--- src/rtl/axis_insert_header_v2.sv ---
// Purpose : prefixes every AXI-Stream packet with an N-byte header (N = 1..DATA_BYTE_WD, per packet).
// Latency : first output beat one cycle after the first payload handshake; one beat per clock sustained.
// Backpres: registered output stage; ready_in = !valid_out || ready_out, so stalls never drop or repeat beats.
//
// Ports:
//   clk, rst                       clock and synchronous active-high reset
//   valid_in/data_in/keep_in/last_in/ready_in
//                                  payload stream, byte 0 in the MSBs, keep MSB-aligned on the last beat
//   valid_out/data_out/keep_out/last_out/ready_out
//                                  merged stream, all registered, unused bytes driven to zero
//   valid_insert/data_insert/keep_insert/byte_insert_cnt/ready_insert
//                                  header, N = byte_insert_cnt+1 valid bytes in the LSBs
//   pkt_cnt                        wrapping count of packets that left on the output
//   err_keep                       pulse in the header handshake cycle when keep_insert != (1<<N)-1

module axis_insert_header_v2 #(
   parameter int DATA_WD      = 32,
   parameter int DATA_BYTE_WD = DATA_WD / 8,
   parameter int BYTE_CNT_WD  = $clog2(DATA_BYTE_WD),
   parameter int CNT_WD       = 16
) (
   input  logic                    clk,
   input  logic                    rst,

   input  logic                    valid_in,
   input  logic [DATA_WD-1:0]      data_in,
   input  logic [DATA_BYTE_WD-1:0] keep_in,
   input  logic                    last_in,
   output logic                    ready_in,

   output logic                    valid_out,
   output logic [DATA_WD-1:0]      data_out,
   output logic [DATA_BYTE_WD-1:0] keep_out,
   output logic                    last_out,
   input  logic                    ready_out,

   input  logic                    valid_insert,
   input  logic [DATA_WD-1:0]      data_insert,
   input  logic [DATA_BYTE_WD-1:0] keep_insert,
   input  logic [BYTE_CNT_WD-1:0]  byte_insert_cnt,
   output logic                    ready_insert,

   output logic [CNT_WD-1:0]       pkt_cnt,
   output logic                    err_keep
);

   // NB_WD holds a byte count 0..B, TB_WD holds N+k up to 2B,
   // SH_WD holds a bit shift 0..8B.
   localparam int NB_WD = BYTE_CNT_WD + 1;
   localparam int TB_WD = BYTE_CNT_WD + 2;
   localparam int SH_WD = NB_WD + 3;
   localparam logic [NB_WD-1:0] B_CNT = NB_WD'(DATA_BYTE_WD);

   typedef enum logic [1:0] {
      S_IDLE   = 2'd0,
      S_STREAM = 2'd1,
      S_FLUSH  = 2'd2
   } state_t;

   typedef struct packed {
      logic [DATA_WD-1:0]      dat;
      logic [DATA_BYTE_WD-1:0] keep;
      logic                    last;
   } beat_t;

   // ------------------------------------------------------------------
   // Helpers
   // ------------------------------------------------------------------
   function automatic logic [NB_WD-1:0] popcnt(input logic [DATA_BYTE_WD-1:0] v);
      logic [NB_WD-1:0] c;
      c = '0;
      for (int i = 0; i < DATA_BYTE_WD; i++) begin
         c = c + NB_WD'(v[i]);
      end
      return c;
   endfunction

   // Top t byte-enable bits set (MSB-aligned keep).
   function automatic logic [DATA_BYTE_WD-1:0] top_mask(input logic [TB_WD-1:0] t);
      logic [DATA_BYTE_WD-1:0] m;
      m = '0;
      for (int i = 0; i < DATA_BYTE_WD; i++) begin
         m[DATA_BYTE_WD-1-i] = (i < int'(t));
      end
      return m;
   endfunction

   // Low n byte-enable bits set (expected keep_insert).
   function automatic logic [DATA_BYTE_WD-1:0] low_mask(input logic [NB_WD-1:0] n);
      logic [DATA_BYTE_WD-1:0] m;
      m = '0;
      for (int i = 0; i < DATA_BYTE_WD; i++) begin
         m[i] = (i < int'(n));
      end
      return m;
   endfunction

   // Expand byte enables into a bit mask.
   function automatic logic [DATA_WD-1:0] byte_mask(input logic [DATA_BYTE_WD-1:0] k);
      logic [DATA_WD-1:0] m;
      m = '0;
      for (int i = 0; i < DATA_BYTE_WD; i++) begin
         m[8*i +: 8] = {8{k[i]}};
      end
      return m;
   endfunction

   // ------------------------------------------------------------------
   // State and datapath registers
   // ------------------------------------------------------------------
   state_t               state, state_nxt;
   logic [NB_WD-1:0]     hdr_n;    // N for the packet in flight
   logic [DATA_WD-1:0]   resid;    // carried bytes, left-justified, low bytes zero
   logic [NB_WD-1:0]     ovf_n;    // T-B bytes still owed by the flush beat
   beat_t                out_q;
   logic                 out_vld;

   logic                 out_free;
   logic                 in_hs;
   logic                 hdr_hs;
   logic                 out_hs;
   logic                 load_out;
   beat_t                beat_nxt;

   logic [NB_WD-1:0]     hdr_n_nxt;
   logic [SH_WD-1:0]     sh_hdr;
   logic [SH_WD-1:0]     sh_rem;
   logic [SH_WD-1:0]     sh_ins;
   logic [DATA_WD-1:0]   data_m;
   logic [DATA_WD-1:0]   merged;
   logic [DATA_WD-1:0]   resid_in;
   logic [NB_WD-1:0]     k_cnt;
   logic [TB_WD-1:0]     t_cnt;
   logic [NB_WD-1:0]     ovf_nxt;
   logic                 spill;

   assign out_free = !out_vld || ready_out;
   assign in_hs    = valid_in && ready_in;
   assign hdr_hs   = valid_insert && ready_insert;
   assign out_hs   = out_vld && ready_out;

   // ------------------------------------------------------------------
   // FSM: state register
   // ------------------------------------------------------------------
   always_ff @(posedge clk) begin
      if (rst) begin
         state <= S_IDLE;
      end else begin
         state <= state_nxt;
      end
   end

   // ------------------------------------------------------------------
   // FSM: next state
   // ------------------------------------------------------------------
   always_comb begin
      state_nxt = state;
      case (state)
         S_IDLE: begin
            if (hdr_hs) state_nxt = S_STREAM;
         end
         S_STREAM: begin
            if (in_hs && last_in) state_nxt = spill ? S_FLUSH : S_IDLE;
         end
         S_FLUSH: begin
            // Leaving as soon as the flush beat is loaded gives the one-cycle
            // IDLE gap before the next header.
            if (out_free) state_nxt = S_IDLE;
         end
         default: state_nxt = S_IDLE;
      endcase
   end

   // ------------------------------------------------------------------
   // FSM: handshake outputs (held low while reset is asserted)
   // ------------------------------------------------------------------
   always_comb begin
      ready_insert = 1'b0;
      ready_in     = 1'b0;
      case (state)
         S_IDLE:   ready_insert = !rst;
         S_STREAM: ready_in     = out_free && !rst;
         default: begin
            ready_insert = 1'b0;
            ready_in     = 1'b0;
         end
      endcase
   end

   // ------------------------------------------------------------------
   // Byte realignment
   // ------------------------------------------------------------------
   always_comb begin
      hdr_n_nxt = {1'b0, byte_insert_cnt} + NB_WD'(1);
      sh_ins    = {B_CNT - hdr_n_nxt, 3'b000};
      sh_hdr    = {hdr_n, 3'b000};
      sh_rem    = {B_CNT - hdr_n, 3'b000};

      // Mask first so bytes beyond keep can never leak into data_out.
      data_m    = data_in & byte_mask(keep_in);
      // A shift by the full bus width (N==B) yields zero, so the whole
      // beat comes from the residual and payload slips by one beat.
      merged    = resid | (data_m >> sh_hdr);
      resid_in  = data_m << sh_rem;

      k_cnt     = popcnt(keep_in);
      t_cnt     = {1'b0, hdr_n} + {1'b0, k_cnt};
      spill     = t_cnt > {1'b0, B_CNT};
      // Modulo NB_WD is exact here: T-B never exceeds B.
      ovf_nxt   = hdr_n + k_cnt - B_CNT;

      beat_nxt  = '0;
      load_out  = 1'b0;
      case (state)
         S_STREAM: begin
            load_out      = in_hs;
            beat_nxt.dat  = merged;
            beat_nxt.last = last_in && !spill;
            beat_nxt.keep = (last_in && !spill) ? top_mask(t_cnt) : '1;
         end
         S_FLUSH: begin
            load_out      = out_free;
            beat_nxt.dat  = resid;
            beat_nxt.keep = top_mask({1'b0, ovf_n});
            beat_nxt.last = 1'b1;
         end
         default: begin
            load_out = 1'b0;
            beat_nxt = '0;
         end
      endcase
   end

   // Header byte count / residual / flush length
   always_ff @(posedge clk) begin
      if (rst) begin
         hdr_n <= '0;
         resid <= '0;
         ovf_n <= '0;
      end else if (hdr_hs) begin
         hdr_n <= hdr_n_nxt;
         // Shifting up drops the unused upper header bytes.
         resid <= data_insert << sh_ins;
      end else if (in_hs) begin
         resid <= resid_in;
         if (last_in && spill) ovf_n <= ovf_nxt;
      end
   end

   // ------------------------------------------------------------------
   // Output register
   // ------------------------------------------------------------------
   always_ff @(posedge clk) begin
      if (rst) begin
         out_q   <= '0;
         out_vld <= 1'b0;
      end else if (load_out) begin
         out_q   <= beat_nxt;
         out_vld <= 1'b1;
      end else if (ready_out) begin
         out_vld <= 1'b0;
      end
   end

   assign valid_out = out_vld;
   assign data_out  = out_q.dat;
   assign keep_out  = out_q.keep;
   assign last_out  = out_q.last;

   // ------------------------------------------------------------------
   // Packet counter and header keep check
   // ------------------------------------------------------------------
   always_ff @(posedge clk) begin
      if (rst) begin
         pkt_cnt <= '0;
      end else if (out_hs && out_q.last) begin
         pkt_cnt <= pkt_cnt + 1'b1;
      end
   end

   assign err_keep = hdr_hs && (keep_insert != low_mask(hdr_n_nxt));

endmodule

--- config.mk ---
export PLATFORM = sky130hd
export DESIGN_NAME = axis_insert_header_v2
export DESIGN_NICKNAME = d
export VERILOG_FILES = /design/src/rtl/axis_insert_header_v2.sv
export SDC_FILE = /design/constraint.sdc
export NUM_CORES = 1
export LEC_CHECK = 0
export BUFFER_PORTS_ARGS = -buffer_cell sky130_fd_sc_hd__buf_2
export CAP_MARGIN = 40
export CORE_MARGIN = 2
export CORE_UTILIZATION = 40
export CTS_BUF_LIST = sky130_fd_sc_hd__clkbuf_4 sky130_fd_sc_hd__clkbuf_8
export CTS_CLUSTER_SIZE = 12
export DETAILED_ROUTE_END_ITERATION = 7
export MAX_ROUTING_LAYER = met4
export PLACE_DENSITY = 0.66
export REMOVE_ABC_BUFFERS = 1
export SKIP_LAST_GASP = 1
export SLEW_MARGIN = 20
export SYNTH_ARGS = -nofsm -noshare
export SYNTH_HDL_FRONTEND = slang
export SYNTH_SLANG_ARGS = --single-unit
--- constraint.sdc ---
create_clock -name clk -period 3.6 [get_ports clk]
set_input_delay 0.54 -clock clk [delete_from_list [all_inputs] [get_ports clk]]
set_output_delay 0.54 -clock clk [all_outputs]
set_load 0.01 [all_outputs]
Word level (Yosys, flattened, before mapping)
Cells that the tools add are included.
Widths: inputs -> output; s select.
{"block": "word_totals", "register_bits": 94, "input_bits": 80, "out_inout_bits": 57}
{"block": "classes", "addsub": 10, "n_lt_le_gt_ge": 13, "n_eq_ne": 6, "n_shift": 3, "mux": 14, "n_bitwise": 3, "n_reduce_logical": 18}
{"op": "$pmux 37 s2", "count": 1}
{"op": "$mux 32", "count": 2}
{"op": "$shl 32x6->32", "count": 2}
{"op": "$and 32x32->32", "count": 1}
{"op": "$or 32x32->32", "count": 1}
{"op": "$shr 32x6->32", "count": 1}
{"op": "$add 16x1->16 const B", "count": 1}
{"op": "$lt 1x3->1 const A", "count": 4}
{"op": "$lt 2x3->1 const A", "count": 4}
{"op": "$logic_and 1x1->1", "count": 9}
{"op": "$lt 1x4->1 const A", "count": 2}
{"op": "$lt 2x4->1 const A", "count": 2}
{"op": "$mux 2", "count": 4}
{"op": "$ne 2x2->1 const B", "count": 3}
{"op": "$pmux 2 s3", "count": 1}
{"op": "$reduce_and 3->1", "count": 2}
{"op": "$sub 3x3->3 const A", "count": 2}
{"op": "$add 3x3->4", "count": 1}
{"op": "$gt 4x3->1 const B", "count": 1}
{"op": "$mux 1", "count": 4}
{"op": "$mux 4", "count": 1}
{"op": "$ne 4x4->1", "count": 1}
{"op": "$reduce_bool 2->1", "count": 2}
{"op": "$add 2x1->3", "count": 1}
{"op": "12 further kinds", "count": 14}

Logic depth before layout (Yosys ltp)
{"block": "depth", "ltp_word": 9, "ltp_mapped": 14}

Worst setup path before layout
Ideal clock, no wire load.
{"block": "synth_timing", "kind": "in2reg", "from": "in keep_in[3]", "to": "reg out_q, in the netlist keep_out[1]", "setup_ns": 0.148, "t_arrival_ns": 3.349, "required_time_ns": 3.452, "slack_ns": 0.103, "stages": 11, "cell_sequence": "clkbuf_1 -> clkbuf_1 -> inv_1 -> fa_1 -> inv_1 -> ha_1 -> ha_1 -> fa_1 -> o31a_1 -> a211oi_1 -> a311oi_1"}
{"block": "synth_via", "elab_chain_cells": 7, "elab_cells_between_ends": 8}
{"element": "start, declared", "line": "27", "rtl": "input logic [DATA_BYTE_WD-1:0] keep_in,"}
{"element": "$add 3x1->3 *", "line": "73", "rtl": "c = c + NB_WD'(v[i]);"}
{"element": "$add 3x3->4 *", "line": "207", "rtl": "t_cnt = {1'b0, hdr_n} + {1'b0, k_cnt};"}
{"element": "$gt 4x3->1", "line": "208", "rtl": "spill = t_cnt > {1'b0, B_CNT};"}
{"element": "$logic_not 1->1", "line": "219", "rtl": "beat_nxt.keep = (last_in && !spill) ? top_mask(t_cnt) : '1;"}
{"element": "$logic_and 1x1->1", "line": "219"}
{"element": "$mux 4 *", "line": "219"}
{"element": "$pmux 37 s2 *", "line": "214", "rtl": "case (state)"}
{"element": "end signal, assigned", "line": "258", "rtl": "out_q <= beat_nxt;"}
{"element": "end, declared", "line": "115", "rtl": "beat_t out_q;"}
Mark *: on every way between the ends. The rest lies on a longest branch, timed or not.
A chain may end at the register's enable or synchronous reset.

Final worst setup path
{"block": "layout_timing", "from": "in keep_in[0]", "to": "reg ovf_n[2]"}
{"block": "layout_via", "elab_chain_cells": 7, "elab_cells_between_ends": 9}
{"element": "$add 1x1->2 *", "line": "73"}
{"element": "$add 2x1->3 *", "line": "73"}
{"element": "$add 3x1->3 *", "line": "73"}
{"element": "$add 3x3->4", "line": "207"}
{"element": "$gt 4x3->1", "line": "208"}
{"element": "$logic_and 1x1->1", "line": "246", "rtl": "if (last_in && spill) ovf_n <= ovf_nxt;"}
{"element": "$reduce_and 3->1 (no source line)"}
{"element": "end signal, assigned", "line": "246"}
{"element": "end, declared", "line": "114", "rtl": "logic [NB_WD-1:0] ovf_n;"}
Marked as above.

==> flow_metrics.tcl <==
set metrics [dict create \
    core_area_um2 14370 \
    ys_ff_latch 94 \
    r2r_start "state[1]" \
    arrival_ps 3310 \
    r2r_slack_ps 1090 \
    synth_ff_type "dfxtp_1" \
    die_w_um 124.5 \
    grt_max_degree 70 \
    cp.depth 11 \
    clk_latency_ps 380 \
    crit_slowest_cell "fa_1" \
    path_clk_slew_ps 90 \
    crit_chain "buf_2 -> inv_1 -> fa_1 -> inv_1 -> ha_1 -> ha_1 -> fa_1 -> nor2_1 -> o211ai_1 -> a21oi_1 -> a311oi_1" \
    max_freq_ghz 0.3316 \
    startpoint_type "input pin" \
    std_cell_rows 44 \
    drv_cap 0 \
    power_w 0.002508 \
    drt-total-wl_um 19000 \
    ys_seq_area_share_pct 32.38 \
    ant_nets 0 \
    r2r_cells 7 \
    r2r_end "data_out[31]" \
    status "finished clean" \
    synth_common_cells "94 x dfxtp_1, 86 x a21oi_1, 79 x nor2_1" \
    timing.slew.headroom_pct 46.58 \
    cts_hold_buf 0 \
    critical_path_buf_inv_count 3 \
    worst_slew_pin_slew_ps 801.3 \
    irDropWorstVdd_v 0.0002842 \
    ys_warn_count 0 \
    slew_violations 0 \
    period_share_pct 83.78 \
    crit_path_end_kind "register" \
    yosysTopAreaCellShare_pct 32.38 \
    port_buffers 136 \
    drt_iter0_markers 561 \
    drt-vias-per-instance 5.901 \
    slowest_delay_ps 630 \
    synthMostInstantiatedCell "dfxtp_1" \
    rsz0062_at_grt "no" \
    worstSetupEndpoint "ovf_n[2]" \
    skew_ps 12.84 \
    h-tree-depth 3 \
    leakage_nw 2.692 \
    crit_start "keep_in[0]" \
    synth_area_leaders "dfxtp_1 32%, a21oi_1 7.4%, nor2_1 5.1%, nand3b_1 4.1%, nand3_1 4.0%" \
    synth_edf_count 0 \
    num_io_pins 137 \
    finalSetupViolCount 0 \
    clk_path_buf_depth 2 \
    antenna_found_initial 1 \
    num_vias 6161 \
    grt-ovfl-total 0 \
    fin_crit_ps 3016 \
    path_max_fanout 5 \
    cp_top_family "adder cells" \
    hold_start "data_in[5]" \
    final_hold_viol_count 0 \
    hold_path.class "in -> reg" \
    ys_types 57 \
    numCtsBuffers 9 \
    avgSynthCellArea_um2 7.759 \
    cts_root_buf "clkbuf_8" \
    cts_tree "done" \
    drive_above_1_share_pct 22.82 \
    ys_async_sr_fraction_pct 0 \
    firstDrtPassIters 5 \
    grt_usage_pct 24.29 \
    grt_pass1_vias 5573 \
    worstSetupPathType "in -> reg" \
    drc 0 \
    cts_resized 0 \
    place_congestion 0.9096 \
    clock_sinks 94 \
    p_per_area_nw_per_um2 364.7 \
    wl_per_cell_um 18.20 \
    grt_pass1_wl_um 29210 \
    hold_ws_ps 459.1 \
    synth_top_area_cell "dfxtp_1" \
    setup_slack_ps 584.0 \
    dieArea_um2 15510 \
    syn_inst 749 \
    area_growth_syn_to_layout_pct 18.30 \
    place_ws_ps 231.6 \
    start_util_pct 40.45 \
    cts_setup_buffers 0 \
    cp_data_required_time_ps 3900 \
    chipHeight_um 124.5 \
    dp_hpwl_um 13080 \
    nets 951 \
    syn_area_um2 5812 \
]
## cell usage in the layout, fill, tap and decap left out, drive strengths merged, types with 3 or more instances in the layout
master and n:
nor4 12, inv 18, clkbuf 13, o21ai 29, nand2 55, nor3 43, a311oi 4, a211oi 25
ha 14, a21oi 86, mux2 8, nor2 79, buf 157, a22oi 25, o211ai 9, nand4b 8
mux2i 9, xor2 7, nand3b 32, fa 3, nand4 6, and3 3, and3b 3, a2111oi 4
xnor2 11, nand3 47, dfxtp 94, nand2b 4, o22ai 11, mux4 8
## state kept, by name, indices dropped and copies added (netlist names)
| signal | cells |
|---|---|
| data_out | 32 |
| hdr_n | 3 |
| keep_out | 4 |
| last_out | 1 |
| ovf_n | 3 |
| pkt_cnt | 16 |
| resid | 32 |
| state | 2 |
| valid_out | 1 |
## how the worst min path moves through the flow
| stage | end | slack [ps] | cells after the start |
|---|---|---|---|
| after floorplan | data_out[5] | 450 | 2 |
| after global placement | data_out[9] | 480 | 2 |
| after detailed placement | data_out[5] | 480 | 2 |
| after CTS | resid[5] | 440 | 3 |
| after global routing | resid[5] | 460 | 3 |
| final | resid[5] | 460 | 3 |
## worst reg2reg max path: cells and delay by family (launching register included)
kind | cells | cell delay [ps]
adder cells (fa/ha/maj) | 1 | 450
AO/OA/AOI/OAI | 1 | 730
buffers and inverters | 2 | 410
flip-flops | 1 | 320
AND/OR/NAND/NOR | 3 | 510
## per-stage QoR
| stage | setup TNS, ps | util [%] | instance area, um^2 | std cells |
|---|---|---|---|---|
| after floorplan | -21850 | - | 5564 | 686 |
| after global placement | 0 | 46.15 | 6631 | 1025 |
| after global routing | 0 | 47.85 | 6875 | 1044 |
| final | 0 | 47.85 | 6875 | 1044 |
| after detailed placement | 0 | 46.20 | 6639 | 1026 |
| after CTS | 0 | 47.73 | 6858 | 1042 |
## metal layers
| metal | routed length, um | vias to the layer above | global-route usage [%] |
|---|---|---|---|
| li1 | - | 2964 | - |
| met1 | 8497 | 2874 | 32.03 |
| met2 | 8417 | 289 | 36.77 |
| met3 | 1684 | 34 | 5.713 |
| met4 | 404 | 0 | 8.130 |
| met5 | 0 | - | - |
## power breakdown
part / switching, W / internal, W / total [W]
sequential: 0.0000229 / 0.00108 / 0.00110
combinational: 0.000396 / 0.000232 / 0.000628
clock: 0.000385 / 0.000395 / 0.000780
## area by class of cell
class | count | area, um^2
Antenna cell | 1 | 2.502
Sequential cell | 94 | 1883
Inverter | 18 | 67.56
Fill cell | 1423 | 7493
Tap cell | 184 | 230.2
Clock inverter | 3 | 40.04
Timing Repair Buffer | 157 | 848.3
Multi-Input combinational cell | 574 | 3625
Clock buffer | 13 | 178.9
## kinds of logic after synthesis
logic type,share of synthesized area (%)
AOI/OAI and AO/OA,21.81
xor gates and xnor gates,2.713
adders and majority gates,4.047
buffers and inverters,5.425
DFF,32.38
muxes,6.200
and+or+nand+nor,27.43
Note: power is estimated with default switching activity, not from simulation.
